===== src/rtl/div_e_if.sv =====
`default_nettype none
// ============================================================================
//  Module      : div_e_if
//  Description : Handshake/operand bundle between the E-stage control logic
//                (master) and the sequential divider (slave).
//  Revision    : 1.0  initial release
// ============================================================================
interface div_e_if;
  logic        flush;       // E-stage flush, cancels any operation
  logic        start;       // DIV/DIVU present in E, not yet issued
  logic        signed_div;  // 1 = DIV, 0 = DIVU
  logic [31:0] opa;         // dividend
  logic [31:0] opb;         // divisor
  logic        busy;        // stall request to the hazard unit
  logic        done;        // one-cycle result-valid pulse
  logic [63:0] hilores;     // {hi = remainder, lo = quotient}

  // E-stage side: issues operations, consumes the result
  modport master (
    output flush, start, signed_div, opa, opb,
    input  busy, done, hilores
  );

  // Divider side
  modport slave (
    input  flush, start, signed_div, opa, opb,
    output busy, done, hilores
  );
endinterface
`default_nettype wire


===== src/rtl/div_e.sv =====
`default_nettype none
// ============================================================================
//  Module      : div_e
//  Description : 32-bit radix-2 restoring divider for MIPS DIV/DIVU in the
//                execute stage. One quotient bit per cycle, 64-bit
//                {remainder, quotient} result, combinational stall request.
//  Revision    : 1.0  initial release
// ============================================================================
module div_e (
  input  logic    clk,
  input  logic    reset,
  div_e_if.slave  bus
);

  typedef enum logic [1:0] {
    S_IDLE = 2'd0,
    S_CALC = 2'd1,
    S_DONE = 2'd2
  } state_t;

  state_t      r_state;
  logic [4:0]  r_cnt;
  logic [31:0] r_rem;      // partial remainder
  logic [31:0] r_quo;      // dividend bits shift out the top, quotient bits in
  logic [31:0] r_dvs;      // divisor magnitude
  logic        r_qneg;     // quotient must be negated at the end
  logic        r_rneg;     // remainder must be negated at the end
  logic        r_done;
  logic [63:0] r_hilores;

  // Operand magnitudes; only DIV treats the operands as two's complement
  logic        w_a_neg;
  logic        w_b_neg;
  logic [31:0] w_abs_a;
  logic [31:0] w_abs_b;
  logic        w_launch;

  assign w_a_neg  = bus.signed_div & bus.opa[31];
  assign w_b_neg  = bus.signed_div & bus.opb[31];
  assign w_abs_a  = w_a_neg ? (32'd0 - bus.opa) : bus.opa;
  assign w_abs_b  = w_b_neg ? (32'd0 - bus.opb) : bus.opb;
  assign w_launch = (r_state == S_IDLE) & bus.start & ~bus.flush;

  // One restoring step: the 33-bit trial borrows exactly when the shifted
  // remainder is smaller than the divisor, so bit 32 is the restore flag.
  logic [32:0] w_shift_rem;
  logic [32:0] w_trial;
  logic        w_qbit;
  logic [31:0] w_rem_next;
  logic [31:0] w_quo_next;
  logic [31:0] w_q_out;
  logic [31:0] w_r_out;

  assign w_shift_rem = {r_rem, r_quo[31]};
  assign w_trial     = w_shift_rem - {1'b0, r_dvs};
  assign w_qbit      = ~w_trial[32];
  assign w_rem_next  = w_qbit ? w_trial[31:0] : w_shift_rem[31:0];
  assign w_quo_next  = {r_quo[30:0], w_qbit};

  // Sign correction of the final step, all mod 2^32
  assign w_q_out = r_qneg ? (32'd0 - w_quo_next) : w_quo_next;
  assign w_r_out = r_rneg ? (32'd0 - w_rem_next) : w_rem_next;

  // Stall starts in the same cycle as start; DONE lets E advance
  assign bus.busy    = w_launch | (r_state == S_CALC);
  assign bus.done    = r_done;
  assign bus.hilores = r_hilores;

  // Controller and datapath: launch, iterate, register signed result
  always_ff @(posedge clk) begin
    if (reset) begin
      r_state   <= S_IDLE;
      r_cnt     <= 5'd0;
      r_rem     <= 32'd0;
      r_quo     <= 32'd0;
      r_dvs     <= 32'd0;
      r_qneg    <= 1'b0;
      r_rneg    <= 1'b0;
      r_done    <= 1'b0;
      r_hilores <= 64'd0;
    end else if (bus.flush) begin
      r_state <= S_IDLE;
      r_cnt   <= 5'd0;
      r_done  <= 1'b0;
    end else begin
      r_done <= 1'b0;
      case (r_state)
        S_IDLE: begin
          if (bus.start) begin
            r_rem  <= 32'd0;
            r_cnt  <= 5'd0;
            r_quo  <= w_abs_a;
            r_dvs  <= w_abs_b;
            r_qneg <= w_a_neg ^ w_b_neg;
            r_rneg <= w_a_neg;
            if (bus.opb == 32'd0) begin
              // Divide by zero skips the iterations entirely
              r_hilores <= {bus.opa, 32'hFFFF_FFFF};
              r_done    <= 1'b1;
              r_state   <= S_DONE;
            end else begin
              r_state <= S_CALC;
            end
          end
        end
        S_CALC: begin
          r_rem <= w_rem_next;
          r_quo <= w_quo_next;
          r_cnt <= r_cnt + 5'd1;
          if (r_cnt == 5'd31) begin
            r_hilores <= {w_r_out, w_q_out};
            r_done    <= 1'b1;
            r_state   <= S_DONE;
          end
        end
        S_DONE: begin
          r_state <= S_IDLE;
        end
        default: begin
          r_state <= S_IDLE;
        end
      endcase
    end
  end

endmodule
`default_nettype wire


===== src/flat_wrapper.sv =====
// flat-port wrapper written by rule: the top's interface ports become plain ports
module div_e_flat 
  (clk, reset, bus_flush, bus_start, bus_signed_div, bus_opa, bus_opb, bus_busy, bus_done, bus_hilores);
  div_e_if bus_i ();
  input  logic clk;
  input  logic reset;
  input wire logic [$bits(bus_i.flush)-1:0] bus_flush;
  input wire logic [$bits(bus_i.start)-1:0] bus_start;
  input wire logic [$bits(bus_i.signed_div)-1:0] bus_signed_div;
  input wire logic [$bits(bus_i.opa)-1:0] bus_opa;
  input wire logic [$bits(bus_i.opb)-1:0] bus_opb;
  output wire logic [$bits(bus_i.busy)-1:0] bus_busy;
  output wire logic [$bits(bus_i.done)-1:0] bus_done;
  output wire logic [$bits(bus_i.hilores)-1:0] bus_hilores;
  assign bus_i.flush = bus_flush;
  assign bus_i.start = bus_start;
  assign bus_i.signed_div = bus_signed_div;
  assign bus_i.opa = bus_opa;
  assign bus_i.opb = bus_opb;
  assign bus_busy = bus_i.busy;
  assign bus_done = bus_i.done;
  assign bus_hilores = bus_i.hilores;
  div_e u_core (.clk(clk), .reset(reset), .bus(bus_i));
endmodule

===== config.mk =====
export PLATFORM = sky130hd
export DESIGN_NAME = div_e_flat
export DESIGN_NICKNAME = d
export VERILOG_FILES = /design/src/rtl/div_e_if.sv /design/src/rtl/div_e.sv /design/src/flat_wrapper.sv
export SDC_FILE = /design/constraint.sdc
export NUM_CORES = 1
export LEC_CHECK = 0
export ABC_AREA = 1
export CAP_MARGIN = 20
export CORE_AREA = 4 4 169 171
export DETAILED_ROUTE_END_ITERATION = 6
export DIE_AREA = 0 0 173 175
export PLACE_DENSITY = 0.72
export SYNTH_ARGS = -nofsm -noshare
export SYNTH_HDL_FRONTEND = slang
export SYNTH_SLANG_ARGS = --single-unit

===== constraint.sdc =====
create_clock -name clk -period 5.3 [get_ports clk]
set_input_delay 1.325 -clock clk [delete_from_list [all_inputs] [get_ports clk]]
set_output_delay 1.325 -clock clk [all_outputs]
set_load 0.02 [all_outputs]

=== After elaboration in Yosys (flattened, before gate mapping) ===
Cells that the tools add are included.

* Register bits: 170
* Bits of input ports: 69
* Output and inout port bits: 66
* Logic and storage cells: 60

* $add $sub $neg: 6
* Eq/ne operators: 5
* Muxes and demuxes: 23
* Bitwise operators: 8
* Reductions and logical operators: 9

{| class="wikitable"
|+ Operators with widths
! kind !! number
|-
| $mux W32 || 7
|-
| $mux W64 || 3
|-
| $pmux W32 S2 || 2
|-
| $pmux W64 S2 || 1
|-
| $sub A1 B32 Y32 const A || 4
|-
| $sub A33 B32 Y33 || 1
|-
| $logic_not A32 Y1 || 1
|-
| $pmux W5 S2 || 1
|-
| $mux W2 || 3
|-
| $ne A2 B2 Y1 const B || 3
|-
| $reduce_and A3 Y1 || 2
|-
| $add A5 B1 Y5 const B || 1
|-
| $eq A5 B5 Y1 const B || 1
|-
| $mux W5 || 1
|-
| $reduce_and A5 Y1 || 1
|-
| $and A1 B1 Y1 || 4
|-
| $pmux W2 S2 || 1
|-
| $reduce_and A2 Y1 || 2
|-
| $mux W1 || 3
|-
| $eq A2 B1 Y1 const B || 1
|-
| $logic_not A2 Y1 || 1
|-
| $not A1 Y1 || 2
|-
| $pmux W1 S2 || 1
|-
| $reduce_bool A2 Y1 || 1
|-
| 3 further kinds || 3
|}

=== Longest topological paths before layout ===
* Word-level depth: 6
* Gate-level depth with buffers: 30
* Depth with buffers taken out: 29

=== Least setup slack after synthesis ===
Ideal clock, no wire load.

* Path kind: reg-to-reg
* From: register u_core.r_quo[31]
* To: register u_core.r_hilores[30] (netlist: u_core.bus.hilores[30])
* Setup time: 0.058 ns
* Arrival: 3.721 ns
* Required time: 5.242 ns
* Path slack: 1.521 ns
* Stages on the path, launching flop included: 30
* Buffers on the path: 1
* Clock period less this slack: 3.779 ns
* Cells stage by stage: dfxtp_1 -> inv_1 -> ha_1 -> inv_1 -> fa_1 -> nand2_1 -> nand2_1 -> nand3_1 -> nand2_2 -> nand2_2 -> nand2_4 -> nand2_4 -> nand3_4 -> nand2_4 -> buf_2 -> ha_1 -> nand3_1 -> nor3_1 -> nand3_1 -> nor3_1 -> nand2_1 -> nand2_1 -> o21ai_0 -> nor2_1 -> nand2_1 -> nor2_1 -> a21oi_1 -> o21ai_0 -> o211ai_1 -> inv_1

* Cells in the longest elaborated chain, start to end: 6

{| class="wikitable"
|+ RTL lines
! element !! RTL line !! source
|-
| from (decl) || div_e.sv:24 || <nowiki>logic [31:0] r_quo;</nowiki>
|-
| from (signal assigned) || div_e.sv:92 || <nowiki>r_quo <= w_abs_a;</nowiki>
|-
| from (signal assigned) || div_e.sv:108 || <nowiki>r_quo <= w_quo_next;</nowiki>
|-
| $sub A33 B32 Y33 || div_e.sv:55 || <nowiki>assign w_trial = w_shift_rem - {1'b0, r_dvs};</nowiki>
|-
| $not A1 Y1 || div_e.sv:56 || <nowiki>assign w_qbit = ~w_trial[32];</nowiki>
|-
| $sub A1 B32 Y32 || div_e.sv:61 || <nowiki>assign w_q_out = r_qneg ? (32'd0 - w_quo_next) : w_quo_next;</nowiki>
|-
| $mux W32 || div_e.sv:61 ||
|-
| $mux W64 || div_e.sv:110 || <nowiki>if (r_cnt == 5'd31) begin</nowiki>
|-
| $pmux W64 S2 || div_e.sv:87 || <nowiki>case (r_state)</nowiki>
|-
| to (signal assigned) || div_e.sv:98 || <nowiki>r_hilores <= {bus.opa, 32'hFFFF_FFFF};</nowiki>
|-
| to (signal assigned) || div_e.sv:111 || <nowiki>r_hilores <= {w_r_out, w_q_out};</nowiki>
|-
| to (decl) || div_e.sv:29 || <nowiki>logic [63:0] r_hilores;</nowiki>
|}

Every way passes these cells. The select of a mux whose other input is x is not followed.
A chain may end at the register's enable or synchronous reset.

=== Worst setup path after layout ===
* From: register u_core.r_dvs[0]
* To: register u_core.r_hilores[30] (netlist: u_core.bus.hilores[30])

* Cells in the longest elaborated chain, start to end: 6

{| class="wikitable"
|+ RTL lines
! element !! RTL line !! source
|-
| from (decl) || div_e.sv:25 || <nowiki>logic [31:0] r_dvs;</nowiki>
|-
| from (signal assigned) || div_e.sv:93 || <nowiki>r_dvs <= w_abs_b;</nowiki>
|-
| $sub A33 B32 Y33 || div_e.sv:55 ||
|-
| $not A1 Y1 || div_e.sv:56 ||
|-
| $sub A1 B32 Y32 || div_e.sv:61 ||
|-
| $mux W32 || div_e.sv:61 ||
|-
| $mux W64 || div_e.sv:110 ||
|-
| $pmux W64 S2 || div_e.sv:87 ||
|}

Every way passes these cells. The select of a mux whose other input is x is not followed.

==> PnR_summary.wiki <==
{| class="wikitable"
! Metric !! Value
|-
| Critical Path Fanout Max || 10
|-
| Critical Path End Type || register
|-
| Worst EP arrival || 5030 ps
|-
| Synthesized area || 13,300 um2
|-
| Worst reg-to-reg setup slack || 660 ps
|-
| Number of antenna-violating nets in the routed design || 0
|-
| Final hold violation count || 0
|-
| Starting DRC count in detailed routing || 1,713
|-
| Number of global-route vias before repair || 13,620
|-
| Average cell area after synthesis || 5.88 um2
|-
| Area taken by flip-flops and latches || 3400 um2
|-
| Result of the run || finished, final reports clean
|-
| H-tree levels || 4
|-
| CTS tree || built
|-
| Area of all placed cells without fillers || 15,400 um2
|-
| Highest cell delay on the worst timing path || 490 ps
|-
| Max-cap violation count || 0
|-
| Dominant cell type by count on the critical path || nand2_1
|-
| Max Clock Freq || 215 MHz
|-
| DRC violations left || 0
|-
| Number of detailed-routing iterations run before antenna repair || 6
|-
| Combined global-route utilization of all metal layers || 28.7%
|-
| Clock network latency to the later pin of the worst-skew pair || 440 ps
|-
| Die span in y || 175 um
|-
| Buffer count from post-CTS setup fixing || 0
|-
| Post-synth net total || 2,372
|-
| Crit-path slowest cell || dfxtp_1
|-
| Power per cell area || 242 nW/um2
|-
| Resized Gates After CTS || 0
|-
| Post-synthesis cell type count || 53
|-
| Total via count in the routed design || 14,922
|-
| Final net count || 2,454
|-
| Placer congestion estimate || 0.964
|-
| Total Power || 3.74 mW
|-
| Multi-input gate area in the final layout || 8410 um2
|-
| Rows || 60
|-
| Antenna diode count || 0
|-
| Clock root cell || clkbuf_16
|-
| Worst hold endpoint || u_core.bus.hilores[25]
|-
| Worst reg2reg endpoint || u_core.bus.hilores[30]
|-
| Routed wire length || 44,600 um
|-
| Sequential share of the synthesized area || 25.6%
|-
| Final worst-path cycle share || 87.6%
|-
| Total core area || 26,900 um2
|-
| Peak supply drop || 0.337 mV
|-
| Setup TNS after final layout || 0 ps
|-
| Mapped Cells || 2,264
|-
| Pins over their slew limit || 0
|-
| Area delta synth->final || 16.0%
|-
| R2r startpoint || u_core.r_dvs[0]
|-
| R2r worst-path depth || 28
|-
| Data required time at the worst endpoint || 5690 ps
|-
| Most used flip-flop cell after synthesis || dfxtp_1
|-
| Global-route wire length before repair || 71,500 um
|-
| Cts bufs inserted || 17
|-
| Post-DP HPWL || 33,900 um
|-
| Final setup violating endpoints || 0
|-
| Fraction of final layout cells sized beyond drive strength 1 || 4.92%
|-
| Post-Place Cell Area || 14,800 um2
|-
| Hold-fix buffer count after cts || 0
|-
| Number of antenna violations at the first check in global routing || 0
|-
| Die Area || 30,300 um2
|-
| Total I/O pin count || 135
|-
| Flip-flop and latch count after synthesis || 170
|-
| Worst Hold Class || register to register
|-
| Pin slew with the least headroom to its limit || 976 ps
|-
| # port buffers || 134
|-
| Fillcell total || 2,758
|-
| Start-to-end type of the worst setup path || register to register
|-
| CTS sink cnt || 170
|-
| Setup repair after global routing missed its margin || false
|-
| Hold path depth || 2
|-
| Worst-case clock buffer depth || 2
|-
| Worst clock skew || 11.6 ps
|-
| Initial standard-cell utilization of the core || 49.5%
|-
| FFs w/ async S/R, synth || 0%
|-
| Pin count of the biggest net entering global routing || 84
|-
| Leak pwr || 7.28 nW
|-
| Yosys warning count || 0
|-
| Startpoint Class || register
|-
| Average routed wire per standard cell || 16.5 um
|-
| Launch point of the worst hold path || u_core.bus.hilores[25]
|-
| Number of flops mapped to enable cells by yosys || 0
|-
| Detail-routed via count per cell || 5.53
|-
| Shortest period the worst path allows || 4640 ps
|-
| Overflow left after global routing || 0
|-
| Horiz. Die Dim || 173 um
|-
| Clock transition at the register clock pins on the worst setup and hold paths after CTS || 70 ps
|-
| Max_slew headroom || 35.0%
|}
==> how the worst max path moves through the flow <==
stage / start / end / slack, ps / cells past startpoint
4_1_cts: u_core.r_quo[31] / u_core.bus.hilores[30] / 780 / 29
3_3_place_gp: bus_opa[1] / u_core.r_quo[30] / 880 / 17
3_5_place_dp: bus_opa[0] / u_core.r_quo[30] / 770 / 17
5_1_grt: u_core.r_quo[31] / u_core.bus.hilores[30] / 320 / 30
2_1_floorplan: u_core.r_quo[31] / u_core.bus.hilores[30] / 1520 / 29
6_report: u_core.r_dvs[0] / u_core.bus.hilores[30] / 660 / 28
==> registers in the layout, indices dropped and copies added (netlist names) <==
signal,count
u_core.bus.done,1
u_core.bus.hilores,64
u_core.r_cnt,5
u_core.r_dvs,32
u_core.r_qneg,1
u_core.r_quo,32
u_core.r_rem,32
u_core.r_rneg,1
u_core.r_state,2
==> power by group <==
| group | total [mW] | switching [mW] | internal (mW) |
|---|---|---|---|
| sequential | 1.38 | 0.0490 | 1.33 |
| clock | 1.31 | 0.542 | 0.765 |
| combinational | 1.05 | 0.695 | 0.351 |
==> cell usage after synthesis, types with 4 or more instances <==
cell	number	share of area, %
nand3b_1	7	0.39
a21oi_1	193	7.3
and3_1	4	0.19
buf_4	6	0.34
o21ai_0	127	4.8
nor3_1	22	0.83
xnor2_1	16	1.1
and2_1	8	0.38
o211ai_1	40	2.3
nand2_1	719	20
inv_1	288	8.1
dfxtp_1	170	26
nand2_4	8	0.68
a31oi_1	25	1.2
o311ai_0	4	0.26
xor2_1	29	1.9
nor2_1	189	5.3
clkbuf_1	61	1.7
nand4_1	24	1.1
buf_2	6	0.23
nor2_4	4	0.34
nor4_1	9	0.42
buf_6	6	0.51
o221ai_1	6	0.39
nor2_2	7	0.33
buf_1	9	0.25
nand3_1	166	6.2
o21ai_1	5	0.19
inv_2	5	0.14
ha_1	38	3.6
nand2_2	25	1.2
==> layout make-up <==
cell class / count / area share (%)
Clock buffer: 21 / 2.98
Tap cell: 341 / 2.76
Clock inverter: 11 / 0.940
Multi-Input combinational cell: 1710 / 54.5
Sequential cell: 170 / 22.0
Timing Repair Buffer: 151 / 9.57
Inverter: 296 / 7.20
==> critical path: cells and delay by family, from the launching register on <==
| family | cells | cell delay (ps) |
|---|---|---|
| AO/OA/AOI/OAI | 4 | 450 |
| adder cells (fa/ha/maj) | 3 | 780 |
| buffers and inverters | 3 | 320 |
| flip-flops | 1 | 490 |
| AND/OR/NAND/NOR | 18 | 2540 |
==> logic make-up (layout without fill, tap and decap cells) <==
| kind of cell | count (synthesis) | in the layout | synth area share (%) |
|---|---|---|---|
| compound gates | 419 | 419 | 17.5 |
| buf+inv | 384 | 479 | 11.4 |
| fa+ha+maj | 39 | 39 | 3.72 |
| xor+xnor | 45 | 45 | 2.96 |
| simple gates | 1207 | 1207 | 38.8 |
| flops | 170 | 170 | 25.6 |
==> stage by stage <==
| stage | hold WS [ps] | instances | utilization (%) | setup slack [ps] |
|---|---|---|---|---|
| floorplan | 443 | 2264 | - | 1520 |
| global placement | 450 | 2668 | 55.2 | 875 |
| detailed placement | 459 | 2668 | 55.2 | 775 |
| CTS | 469 | 2700 | 57.4 | 779 |
| global route | 480 | 2700 | 57.4 | 325 |
| finish | 467 | 2700 | 57.4 | 659 |
==> cells in the final DEF (no fill, tap or decap), types with 4 or more instances in the layout <==
cell,count
a21oi_1,193
a31oi_1,25
and2_1,8
and3_1,4
buf_4,16
clkbuf_16,17
clkdlybuf4s50_1,133
dfxtp_1,170
ha_1,38
inv_1,288
inv_2,6
nand2_1,718
nand2_2,26
nand2_4,8
nand3_1,166
nand3b_1,7
nand4_1,24
nor2_1,186
nor2_2,8
nor2_4,6
nor3_1,22
nor4_1,9
o211ai_1,40
o21ai_0,127
o21ai_1,5
o221ai_1,6
o311ai_0,4
xnor2_1,16
xor2_1,29
==> metal layers <==
layer / global-route usage [%] / routed length (um) / up-vias
li1: - / - / 7478
met2: 46.1 / 20000 / 556
met1: 39.9 / 20600 / 6819
met3: 4.41 / 2980 / 69
met5: 0 / 0 / -
met4: 8.41 / 1020 / 0
No activity file was read; power rests on OpenSTA's default activity.
